==> config.mk <==
export PLATFORM = sky130hd
export DESIGN_NAME = router_egress_scheduler_flat
export DESIGN_NICKNAME = d
export VERILOG_FILES = /design/src/rtl/router_egress_scheduler_if.sv /design/src/rtl/router_egress_scheduler.sv /design/src/flat_wrapper.sv
export SDC_FILE = /design/constraint.sdc
export NUM_CORES = 1
export LEC_CHECK = 0
export BUFFER_PORTS_ARGS = -buffer_cell sky130_fd_sc_hd__buf_2
export CORE_MARGIN = 2
export CORE_UTILIZATION = 30
export CTS_CLUSTER_SIZE = 30
export DETAILED_ROUTE_END_ITERATION = 10
export MAX_ROUTING_LAYER = met4
export SLEW_MARGIN = 10
export SYNTH_ARGS = -nofsm -noshare
export SYNTH_HDL_FRONTEND = slang
export SYNTH_SLANG_ARGS = --single-unit
==> constraint.sdc <==
create_clock -name clk -period 5.3 [get_ports clk]
set_input_delay 0.53 -clock clk [delete_from_list [all_inputs] [get_ports clk]]
set_output_delay 0.53 -clock clk [all_outputs]
set_load 0.02 [all_outputs]
==> src/rtl/router_egress_scheduler_if.sv <==
// Egress scheduler bus bundle: FIFO read side plus the downstream valid/ready byte link.
interface router_egress_scheduler_if #(
  parameter int unsigned DW = 8
);
  logic [2:0]    fifo_empty;
  logic [DW-1:0] fifo_dout0;
  logic [DW-1:0] fifo_dout1;
  logic [DW-1:0] fifo_dout2;
  logic [2:0]    fifo_rd_en;
  logic [2:0]    fifo_sft_rst;
  logic [DW-1:0] m_data;
  logic          m_valid;
  logic          m_ready;
  logic          m_sop;
  logic          m_eop;
  logic [1:0]    m_src;
  logic          busy;
  logic          abort;

  // Scheduler view.
  modport master (
    input  fifo_empty, fifo_dout0, fifo_dout1, fifo_dout2, m_ready,
    output fifo_rd_en, fifo_sft_rst, m_data, m_valid, m_sop, m_eop, m_src, busy, abort
  );

  // FIFO / downstream environment view.
  modport slave (
    output fifo_empty, fifo_dout0, fifo_dout1, fifo_dout2, m_ready,
    input  fifo_rd_en, fifo_sft_rst, m_data, m_valid, m_sop, m_eop, m_src, busy, abort
  );
endinterface

==> src/rtl/router_egress_scheduler.sv <==
// Packet-granular round-robin drain of three FWFT router FIFOs onto one byte link,
// with an underrun timeout that aborts a stalled packet and soft-resets its FIFO.
module router_egress_scheduler #(
  parameter int unsigned DW      = 8,
  parameter int unsigned TIMEOUT = 30
) (
  input  logic                      clk,
  input  logic                      rstn,
  router_egress_scheduler_if.master bus
);

  localparam int unsigned NF = 3;
  localparam int unsigned SW = 2;
  localparam int unsigned LW = 6;
  localparam int unsigned CW = 8;

  typedef enum logic [2:0] {
    S_IDLE  = 3'd0,
    S_HDR   = 3'd1,
    S_BODY  = 3'd2,
    S_PAR   = 3'd3,
    S_ABORT = 3'd4
  } state_t;

  state_t          state;
  logic [SW-1:0]   gnt;
  logic [SW-1:0]   ptr;
  logic [LW-1:0]   rem;
  logic [CW-1:0]   stall_cnt;

  logic            gnt_empty;
  logic [DW-1:0]   gnt_dout;
  logic            active;
  logic            valid;
  logic            xfer;
  logic [LW-1:0]   hdr_len;
  logic [SW-1:0]   cand1;
  logic [SW-1:0]   cand2;
  logic [SW-1:0]   pick;

  // Modulo-3 increment of a FIFO index.
  function automatic logic [SW-1:0] inc3(input logic [SW-1:0] i);
    return (i == 2'd2) ? 2'd0 : i + 2'd1;
  endfunction

  function automatic logic has_data(input logic [NF-1:0] empty, input logic [SW-1:0] i);
    case (i)
      2'd0:    has_data = !empty[0];
      2'd1:    has_data = !empty[1];
      2'd2:    has_data = !empty[2];
      default: has_data = 1'b0;
    endcase
  endfunction

  function automatic logic [NF-1:0] onehot(input logic [SW-1:0] i);
    case (i)
      2'd0:    onehot = 3'b001;
      2'd1:    onehot = 3'b010;
      2'd2:    onehot = 3'b100;
      default: onehot = 3'b000;
    endcase
  endfunction

  // Head of the granted FIFO.
  always_comb begin
    gnt_empty = 1'b1;
    gnt_dout  = '0;
    case (gnt)
      2'd0: begin gnt_empty = bus.fifo_empty[0]; gnt_dout = bus.fifo_dout0; end
      2'd1: begin gnt_empty = bus.fifo_empty[1]; gnt_dout = bus.fifo_dout1; end
      2'd2: begin gnt_empty = bus.fifo_empty[2]; gnt_dout = bus.fifo_dout2; end
      default: ;
    endcase
  end

  // Round-robin search starting at ptr.
  assign cand1 = inc3(ptr);
  assign cand2 = inc3(cand1);
  assign pick  = has_data(bus.fifo_empty, ptr)   ? ptr   :
                 has_data(bus.fifo_empty, cand1) ? cand1 : cand2;

  assign active  = (state == S_HDR) || (state == S_BODY) || (state == S_PAR);
  assign valid   = active && !gnt_empty;
  assign xfer    = valid && bus.m_ready;
  assign hdr_len = gnt_dout[7:2];

  assign bus.m_valid      = valid;
  assign bus.m_data       = valid ? gnt_dout : '0;
  assign bus.fifo_rd_en   = xfer ? onehot(gnt) : 3'b000;
  assign bus.m_sop        = valid && (state == S_HDR);
  assign bus.m_eop        = valid && (state == S_PAR);
  assign bus.busy         = (state != S_IDLE);
  assign bus.m_src        = (state != S_IDLE) ? gnt : 2'd0;
  assign bus.abort        = (state == S_ABORT);
  assign bus.fifo_sft_rst = (state == S_ABORT) ? onehot(gnt) : 3'b000;

  // Packet FSM; stall_cnt only advances while the granted FIFO is empty.
  always_ff @(posedge clk) begin
    if (!rstn) begin
      state     <= S_IDLE;
      gnt       <= '0;
      ptr       <= '0;
      rem       <= '0;
      stall_cnt <= '0;
    end else begin
      case (state)
        S_IDLE: begin
          stall_cnt <= '0;
          if (bus.fifo_empty != 3'b111) begin
            gnt   <= pick;
            state <= S_HDR;
          end
        end
        S_HDR, S_BODY, S_PAR: begin
          if (xfer) begin
            stall_cnt <= '0;
            case (state)
              S_HDR: begin
                rem   <= hdr_len;
                state <= (hdr_len == '0) ? S_PAR : S_BODY;
              end
              S_BODY: begin
                rem <= rem - LW'(1);
                if (rem == LW'(1)) state <= S_PAR;
              end
              default: begin
                state <= S_IDLE;
                ptr   <= inc3(gnt);
              end
            endcase
          end else if (gnt_empty) begin
            if (stall_cnt == CW'(TIMEOUT - 1)) begin
              state     <= S_ABORT;
              stall_cnt <= '0;
            end else begin
              stall_cnt <= stall_cnt + CW'(1);
            end
          end
        end
        S_ABORT: begin
          state     <= S_IDLE;
          ptr       <= inc3(gnt);
          stall_cnt <= '0;
        end
        default: state <= S_IDLE;
      endcase
    end
  end

  // Structural invariants of the grant datapath.
  a_rd_onehot:  assert property (@(posedge clk) disable iff (!rstn) $onehot0(bus.fifo_rd_en));
  a_gnt_legal:  assert property (@(posedge clk) disable iff (!rstn) gnt != 2'd3);

endmodule

==> src/flat_wrapper.sv <==
// flat-port wrapper written by rule: the top's interface ports become plain ports
module router_egress_scheduler_flat 
#(
  parameter int unsigned DW      = 8,
  parameter int unsigned TIMEOUT = 30
)
  (clk, rstn, bus_fifo_empty, bus_fifo_dout0, bus_fifo_dout1, bus_fifo_dout2, bus_m_ready, bus_fifo_rd_en, bus_fifo_sft_rst, bus_m_data, bus_m_valid, bus_m_sop, bus_m_eop, bus_m_src, bus_busy, bus_abort);
  router_egress_scheduler_if #(.DW(DW)) bus_i ();
  input  logic clk;
  input  logic rstn;
  input wire logic [$bits(bus_i.fifo_empty)-1:0] bus_fifo_empty;
  input wire logic [$bits(bus_i.fifo_dout0)-1:0] bus_fifo_dout0;
  input wire logic [$bits(bus_i.fifo_dout1)-1:0] bus_fifo_dout1;
  input wire logic [$bits(bus_i.fifo_dout2)-1:0] bus_fifo_dout2;
  input wire logic [$bits(bus_i.m_ready)-1:0] bus_m_ready;
  output wire logic [$bits(bus_i.fifo_rd_en)-1:0] bus_fifo_rd_en;
  output wire logic [$bits(bus_i.fifo_sft_rst)-1:0] bus_fifo_sft_rst;
  output wire logic [$bits(bus_i.m_data)-1:0] bus_m_data;
  output wire logic [$bits(bus_i.m_valid)-1:0] bus_m_valid;
  output wire logic [$bits(bus_i.m_sop)-1:0] bus_m_sop;
  output wire logic [$bits(bus_i.m_eop)-1:0] bus_m_eop;
  output wire logic [$bits(bus_i.m_src)-1:0] bus_m_src;
  output wire logic [$bits(bus_i.busy)-1:0] bus_busy;
  output wire logic [$bits(bus_i.abort)-1:0] bus_abort;
  assign bus_i.fifo_empty = bus_fifo_empty;
  assign bus_i.fifo_dout0 = bus_fifo_dout0;
  assign bus_i.fifo_dout1 = bus_fifo_dout1;
  assign bus_i.fifo_dout2 = bus_fifo_dout2;
  assign bus_i.m_ready = bus_m_ready;
  assign bus_fifo_rd_en = bus_i.fifo_rd_en;
  assign bus_fifo_sft_rst = bus_i.fifo_sft_rst;
  assign bus_m_data = bus_i.m_data;
  assign bus_m_valid = bus_i.m_valid;
  assign bus_m_sop = bus_i.m_sop;
  assign bus_m_eop = bus_i.m_eop;
  assign bus_m_src = bus_i.m_src;
  assign bus_busy = bus_i.busy;
  assign bus_abort = bus_i.abort;
  router_egress_scheduler #(.DW(DW), .TIMEOUT(TIMEOUT)) u_core (.clk(clk), .rstn(rstn), .bus(bus_i));
endmodule
# After elaboration in Yosys (flattened, before gate mapping)
# Cells that the tools add are included.
[op_classes]
muxes = 30
addsub = 5
reduce_logical = 27
n_eq_ne = 19
[ops]
columns = ["op", "count"]
rows = [
  ["$mux W8", 4],
  ["$pmux W8 S3", 1],
  ["$mux W3", 7],
  ["$mux W2", 8],
  ["$pmux W8 S2", 1],
  ["$pmux W3 S2", 2],
  ["$pmux W6 S2", 1],
  ["$pmux W1 S3", 3],
  ["$pmux W3 S3", 1],
  ["$add A8 B1 Y8 const B", 1],
  ["$eq A8 B5 Y1 const B", 1],
  ["$add A2 B1 Y2 const B", 3],
  ["$eq A2 B1 Y1 const B", 3],
  ["$eq A2 B2 Y1 const B", 3],
  ["$eq A3 B2 Y1 const B", 2],
  ["$eq A6 B1 Y1 const B", 1],
  ["$logic_not A2 Y1", 3],
  ["$logic_not A6 Y1", 1],
  ["$ne A3 B1 Y1 const B", 2],
  ["$reduce_and A3 Y1", 2],
  ["$reduce_bool A2 Y1", 3],
  ["$sub A6 B1 Y6 const B", 1],
  ["$logic_and A1 B1 Y1", 4],
  ["$logic_not A1 Y1", 4],
  ["other kinds (15)", 19],
]
[totals]
regBits = 21
word_cells = 86
in_bits = 30
out_inout_bits = 21

# Depth between registers and ports, before layout
# Gate-level depths: netlist of the first run.
[depth]
ltp_word = 7
ltp_mapped = 7
ltp_nobuf = 7

# Worst setup path after synthesis of the first run
# OpenSTA, ideal clock, no wires.
[synth_path]
path_kind = "input -> output"
start = "in bus_fifo_empty[2]"
end = "out bus_fifo_rd_en[0]"
path_buffers = 2
setup_slack_ns = 2.807
t_required_ns = 4.770
cell_stages = 7
arrival_time_ns = 1.963
path_cell_list = "clkbuf_1 -> o21ai_0 -> o2111ai_1 -> buf_4 -> inv_1 -> nand2_1 -> nor3_1"
[synth_via]
elab_chain_cells = 5
[synth_rtl]
columns = ["element", "line", "rtl"]
rows = [
  ["from (decl)", "flat_wrapper.sv:11", "input wire logic [$bits(bus_i.fifo_empty)-1:0] bus_fifo_empty;"],
  ["$pmux W1 S3", "router_egress_scheduler.sv:68", "case (gnt)"],
  ["$logic_not A1 Y1", "router_egress_scheduler.sv:83", "assign valid = active && !gnt_empty;"],
  ["$logic_and A1 B1 Y1", "router_egress_scheduler.sv:83", ""],
  ["via bus_m_valid", "flat_wrapper.sv:19", "output wire logic [$bits(bus_i.m_valid)-1:0] bus_m_valid;"],
  ["$logic_and A1 B1 Y1", "router_egress_scheduler.sv:84", "assign xfer = valid && bus.m_ready;"],
  ["$mux W3", "router_egress_scheduler.sv:89", "assign bus.fifo_rd_en = xfer ? onehot(gnt) : 3'b000;"],
  ["to (decl)", "flat_wrapper.sv:16", "output wire logic [$bits(bus_i.fifo_rd_en)-1:0] bus_fifo_rd_en;"],
]
# The timed path passes the listed nets, and every way through them passes these cells.

# Worst setup path after layout of the first run
[layout_path]
start = "reg u_core.gnt[0]"
end = "out bus_fifo_rd_en[0]"
[layout_via]
elab_chain_cells = 6
elab_cells_between_ends = 9
classes_between = "2 x eq/ne; 3 x mux; 4 x reduce/logical"
[layout_rtl]
columns = ["element", "line", "rtl"]
rows = [
  ["from (decl)", "router_egress_scheduler.sv:26", "logic [SW-1:0] gnt;"],
  ["from (signal assigned)", "router_egress_scheduler.sv:110", "gnt <= pick;"],
  ["$eq A2 B2 Y1 (tied with other cells)", "router_egress_scheduler.sv:56, router_egress_scheduler.sv:68", ""],
  ["$pmux W1 S3", "router_egress_scheduler.sv:68", ""],
  ["$logic_not A1 Y1", "router_egress_scheduler.sv:83", ""],
  ["$logic_and A1 B1 Y1", "router_egress_scheduler.sv:83", ""],
  ["$logic_and A1 B1 Y1", "router_egress_scheduler.sv:84", ""],
  ["$mux W3 *", "router_egress_scheduler.sv:89", ""],
]
# Every way passes the cells marked *; elsewhere a longest branch is shown, timed or not.

==> impl_metrics.toml, run 1 <==
[outcome]
status = "complete, no violations"

[drt]
detail_route.first_pass.iterations = 4
drt_iter0_markers = 193
final_antenna_net_count = 0
viasPerCell = 5.14
wirelength_mm = 4.38
wl_per_cell_um = 13.7
drc = 0
vias = 1639

[worst_setup_path]
r2r_slack_ps = 2540
worst-path-max-fanout = 19
cp.arrival_ps = 2690
reg2reg_from = "u_core.gnt[0]"
cp-endpoint = "bus_fifo_rd_en[0]"
r2r-end = "u_core.state[2]"
critical_path_class = "register to primary output"
cp_data_required_time_ps = 4770
max_stage_delay_ps = 860
reg2reg_depth = 5
start_kind = "register"
cpMaxStageDelayCell = "dfxtp_1"
crit_path_start = "u_core.gnt[0]"
path_buf_inv = 2
cp.depth = 6
crit_path_end_kind = "primary output"
crit_family = "flip-flops"
worstPathCellList = "mux2i_4 > o2111ai_1 > inv_1 > nand2_1 > nor3_1 > buf_2"

[timing]
fin_hold_ws_ps = 494
rsz0062_at_grt = "no"
max_clock_freq_mhz = 311
fin_setup_tns_ps = 0
period_share_pct = 60.7
finClkSkew_ps = 13.0
relSlewSlack_pct = 37.4
tightest_slew_ps = 938
drv_slew = 0
finalHoldViolations = 0
period_needed_ps = 3220
setup_viol = 0

[yosys]
ys_ff_latch = 21
syn_area_um2 = 1670
async_flop_share_pct = 0
syn-num-nets = 240
synth_most_common_cell = "nor2_1"
syn_inst = 206
ys_warn_count = 0
ys_types = 56
synth-edff-count = 0
synth.area.top_cells = "dfxtp_1, nor2_1, mux2i_1, o21ai_0, nand2_1"
ys_top_cells_by_count = "nor2_1, dfxtp_1, nand2_1"
yosysSeqAreaShare_pct = 25.2
yosys.area.top_type_share_pct = 25.2
yosysTopAreaCell = "dfxtp_1"
ys.flop_type = "dfxtp_1"
syn_area_per_cell_um2 = 8.08

[layout]
drive_gt1_share_pct = 26.7
diodes = 0
areaGrowthSynthToFinish_pct = 18.4
fillers = 585
regArea_um2 = 420
utilization_pct = 36.3
multi_input_area_um2 = 1120
finalInstanceArea_um2 = 1970
fin_nets = 282

[pwr]
power.density_nw_per_um2 = 410
p_sw_w = 0.000392
switching_share_pct = 48.5
clock_power_share_pct = 13.8
p_int_w = 0.000416
irDropWorstVdd_v = 0.000111
power.leakage_nw = 0.831
power.total_w = 0.000808
power_frac_seq_pct = 30.2
power.share.combinational_pct = 56.0

[grt]
first_global_vias = 1560
gr-usage-all-layers_pct = 14.9
grt_start_max_net_pins = 20
grt_pass1_wl_mm = 7.27
antenna_found_initial = 0
gr-total-overflow = 0

[clock_tree]
cts_tree = "built"
clkTransAtPathRegs_ps = 90
ctsResizeCount = 0
root_buffer = "clkbuf_8"
insertion_delay_ps = 270
cts_setup_buffers = 0
cts_buffer_depth = 2
cts.htree.levels = 1
holdBufCountCts = 0
cts_buffers = 3
clock-sinks = 21

[floorplanning]
fp.coreArea_um2 = 5440
die_w_um = 78.5
dieArea_um2 = 6160
start_util_pct = 30.6
rows = 27
dieHeight_um = 78.5
boundaryPins = 51

[flow_run]
cap_violations = 0

[placement]
gp_congestion = 0.849
place_area_um2 = 1920
port_buffers = 50
place_hpwl_mm = 3.32

[worst_hold_path]
hp-start = "u_core.ptr[0]"
hp-class = "register to register"
## routing by layer
metal	vias to the layer above	wire length (um)	part of all wire, %	global-route usage, %
met3	6	345	7.9	4.25
li1	839	-	-	-
met1	742	2050	47	18.2
met5	-	0	0	-
met2	52	1940	44	23.8
met4	0	50	1.1	4.39
## logic make-up after synthesis
family / share of synthesized area (%)
AO/OA/AOI/OAI: 27.9
flip-flops: 25.2
multiplexers: 8.19
XOR/XNOR: 4.21
AND/OR/NAND/NOR: 24.0
buffers and inverters: 7.44
adder cells (fa/ha/maj): 3.01
## metrics by stage
step | setup WS [ps] | cells
CTS | 2100 | 319
finish | 2080 | 319
global placement | 2490 | 315
detailed placement | 2400 | 315
global route | 1810 | 319
floorplan | 2810 | 206
## cells in the final DEF (no fill, tap or decap), drive strengths merged, types with 3 or more instances in the layout
master,Yosys,layout
buf,8,50
nor2,29,29
dfxtp,21,21
nand2,16,16
o21ai,13,13
inv,11,11
a21oi,9,9
mux2i,9,9
o2111ai,6,6
xor2,6,6
nor3,5,5
nor2b,4,4
o221a,4,4
ha,4,4
mux2,3,3
a22oi,3,3
o2bb2ai,3,3
and2,3,3
and3,3,3
nor4b,3,3
or3,3,3
clkbuf,5,3
a21boi,3,3
## power by group through the flow
| stage | clock [W] | combinational (W) | sequential (W) |
|---|---|---|---|
| 2_1_floorplan | 0 | 0.000395 | 0.000207 |
| 3_3_place_gp | 0 | 0.000451 | 0.000245 |
| 3_5_place_dp | 0 | 0.000451 | 0.000247 |
| 4_1_cts | 0.000115 | 0.000454 | 0.000243 |
| 5_1_grt | 0.000123 | 0.000506 | 0.000252 |
| 6_report | 0.000112 | 0.000452 | 0.000244 |
## area by class of cell
type	instances	area share, %
Clock buffer	3	2.09
Multi-Input combinational cell	161	56.9
Tap cell	72	4.57
Inverter	11	2.09
Clock inverter	1	0.381
Timing Repair Buffer	50	12.7
Sequential cell	21	21.3
## worst min-delay path by stage
stage,end,slack [ps],cells after the start
after CTS,u_core.ptr[0],490,2
after global placement,u_core.ptr[0],470,2
after floorplan,u_core.ptr[0],450,2
after global routing,u_core.ptr[0],520,2
final,u_core.ptr[0],490,2
after detailed placement,u_core.ptr[0],480,2
## state kept, by name, indices dropped and copies added (netlist names)
register          cells
u_core.rem            6
u_core.gnt            2
u_core.state          3
u_core.ptr            2
u_core.stall_cnt      8
## tightest hold or removal path: stages (launching register included)
cell      delay [ps]
dfxtp_1          340
nand2_1           60
a21boi_1          50
(Power assumes the default switching activity.)
==> inputs of run 2 (changes only) <==
- ABC_AREA: unset -> 1
- clock period: 5.3 -> 2.7 ns (I/O delays scaled with it)
==> impl_metrics.toml, run 2 <==
[outcome]
status = "complete, no violations"

[floorplanning]
fp.coreArea_um2 = 5470
dieHeight_um = 79.2
die_w_um = 79.2
boundaryPins = 51
rows = 27
dieArea_um2 = 6270
start_util_pct = 31.0

[layout]
largest_reg_flops = 8
final_common_cell = "nand2_1"
reg_top3 = "u_core.stall_cnt: 8 flops, u_core.rem: 6 flops, u_core.state: 3 flops"
top_register = "u_core.stall_cnt"
areaGrowthSynthToFinish_pct = 21.2
diodes = 0
utilization_pct = 37.6
mostFrequentLayoutCells = "nand2_1, nor2_1, buf_2"
finalInstanceArea_um2 = 2060
fin_nets = 361
final_cell_count_no_fill = 398
drive_gt1_share_pct = 25.8

[timing]
period_share_pct = 82.2
relSlewSlack_pct = 69.0
finalHoldViolations = 0
setup_viol = 0
rsz0062_at_grt = "no"
period_needed_ps = 2220
tightest_slew_ps = 462
max_clock_freq_mhz = 451
finClkSkew_ps = 5.84
drv_slew = 0
setup_ws_ps = 481
fin_setup_tns_ps = 0

[yosys]
syn_area_per_cell_um2 = 6.15
synth_most_common_cell = "nand2_1"
syn-num-nets = 310
yosysSeqAreaShare_pct = 24.8
ys.flop_type = "dfxtp_1"
ys_types = 32
yosys.area_share.simple_pct = 45.2
ys_warn_count = 0
yosysTopAreaCell = "dfxtp_1"
synth-edff-count = 0
syn_inst = 276
muxShareOfSynthArea_pct = 0
async_flop_share_pct = 0
syn_area_um2 = 1700
ys_ff_latch = 21
synth_compound_area_share_pct = 14.9
yosys.area.top_type_share_pct = 24.8
synth_top_family_by_area = "simple AND/OR/NAND/NOR gates"
synth.area.top_cells = "dfxtp_1, nand2_1, nor2_1, inv_1, nand3_1"
synth_xor_area_share_pct = 1.03
synthAdderAreaFrac_pct = 2.95
ys_top_cells_by_count = "nand2_1, nor2_1, inv_1"

[drt]
wirelength_mm = 4.89
drc = 0
wl_per_cell_um = 12.3
detail_route.first_pass.iterations = 4
viasPerCell = 4.75
vias = 1892
drt_iter0_markers = 91
final_antenna_net_count = 0

[worst_hold_path]
hp-class = "input pin to register"

[placement]
place_hpwl_mm = 3.94
port_buffers = 50
place_area_um2 = 2010
gp_congestion = 0.845
place_ws_ps = 793
dp_cells = 394

[grt]
use_met3_pct = 2.95
gr-total-overflow = 0
gr-usage-all-layers_pct = 17.0
grt_start_max_net_pins = 13
use_met2_pct = 28.7
antenna_found_initial = 0
grt-busiest-layer = "met2"
grt_util_met1_pct = 21.2
first_global_vias = 1876
grt_pass1_wl_mm = 8.28

[worst_setup_path]
r2r_slack_ps = 770
cp_data_required_time_ps = 2430
start_kind = "register"
cp.arrival_ps = 1950
critical_path_class = "register to primary output"
worst-path-max-fanout = 12
crit_path_end_kind = "primary output"

[clock_tree]
cts_setup_buffers = 0
cts_tree = "built"
ctsResizeCount = 0
holdBufCountCts = 0
clkTransAtPathRegs_ps = 90
insertion_delay_ps = 270
cts_buffer_depth = 2
root_buffer = "clkbuf_8"
cts.htree.levels = 1
cts_buffers = 3
clock-sinks = 21

[flow_run]
cap_violations = 0

[pwr]
power.density_nw_per_um2 = 823
power.leakage_nw = 0.994
irDropWorstVdd_v = 0.000301
[run 2: cell count changes after synthesis, sizes merged, moves of 5 or more]
cell / delta
nand2: +47
inv: +31
nor2: +29
nand3: +20
mux2i: -9
buf: -6
o2111ai: -6
xor2: -6
nand4: +5
o21ai: +5
[run 2: area by class of cell]
class	instances	area, um2
Clock buffer	3	41.3
Clock inverter	1	5.00
Fill cell	644	3420
Inverter	42	163
Multi-Input combinational cell	209	1090
Sequential cell	21	420
Tap cell	72	90.1
Timing Repair Buffer	50	250
[run 2: logic make-up (layout without fill, tap and decap cells)]
family                   count (synthesis)  after routing
AND/OR/NAND/NOR                        160            160
buffers and inverters                   46             96
AO/OA/AOI/OAI                           43             43
flip-flops                              21             21
adder cells (fa/ha/maj)                  4              4
XOR/XNOR                                 2              2
[run 2: power breakdown]
group          leakage, nW  internal, W  switching [W]
Combinational        0.798     0.000329       0.000702
Sequential           0.170     0.000359      0.0000850
Clock               0.0255     0.000103       0.000116
[run 2: path summary, 6_finish.rpt]
path,startpoint,to,cells after the start
worst max-delay path,u_core.gnt[0],bus_m_data[6],7
worst min-delay path,bus_fifo_empty[1],u_core.gnt[0],4
worst max register to register,u_core.gnt[0],u_core.rem[2],9
worst min register to register,u_core.stall_cnt[1],u_core.stall_cnt[1],2
[run 2: through the flow]
step                total power, W  hold WS, ps
finish                     0.00169          369
global route               0.00186          374
CTS                        0.00170          367
detailed placement         0.00148          481
global placement           0.00147          475
floorplan                  0.00124          446
[run 2: critical path: stages (launching register included)]
cell and delay, ps:
dfxtp_1 610, inv_2 130, nand3_1 110, nand2_2 70
nor2_4 170, nand2_2 180, a31oi_1 210, buf_2 190
[run 2: metal layers]
metal / routed length, um / up-vias / share of wire, %
met4: 40 / 0 / 0.82
met2: 2340 / 42 / 48
met5: 0 / - / 0
met3: 223 / 4 / 4.6
li1: - / 987 / -
met1: 2290 / 859 / 47
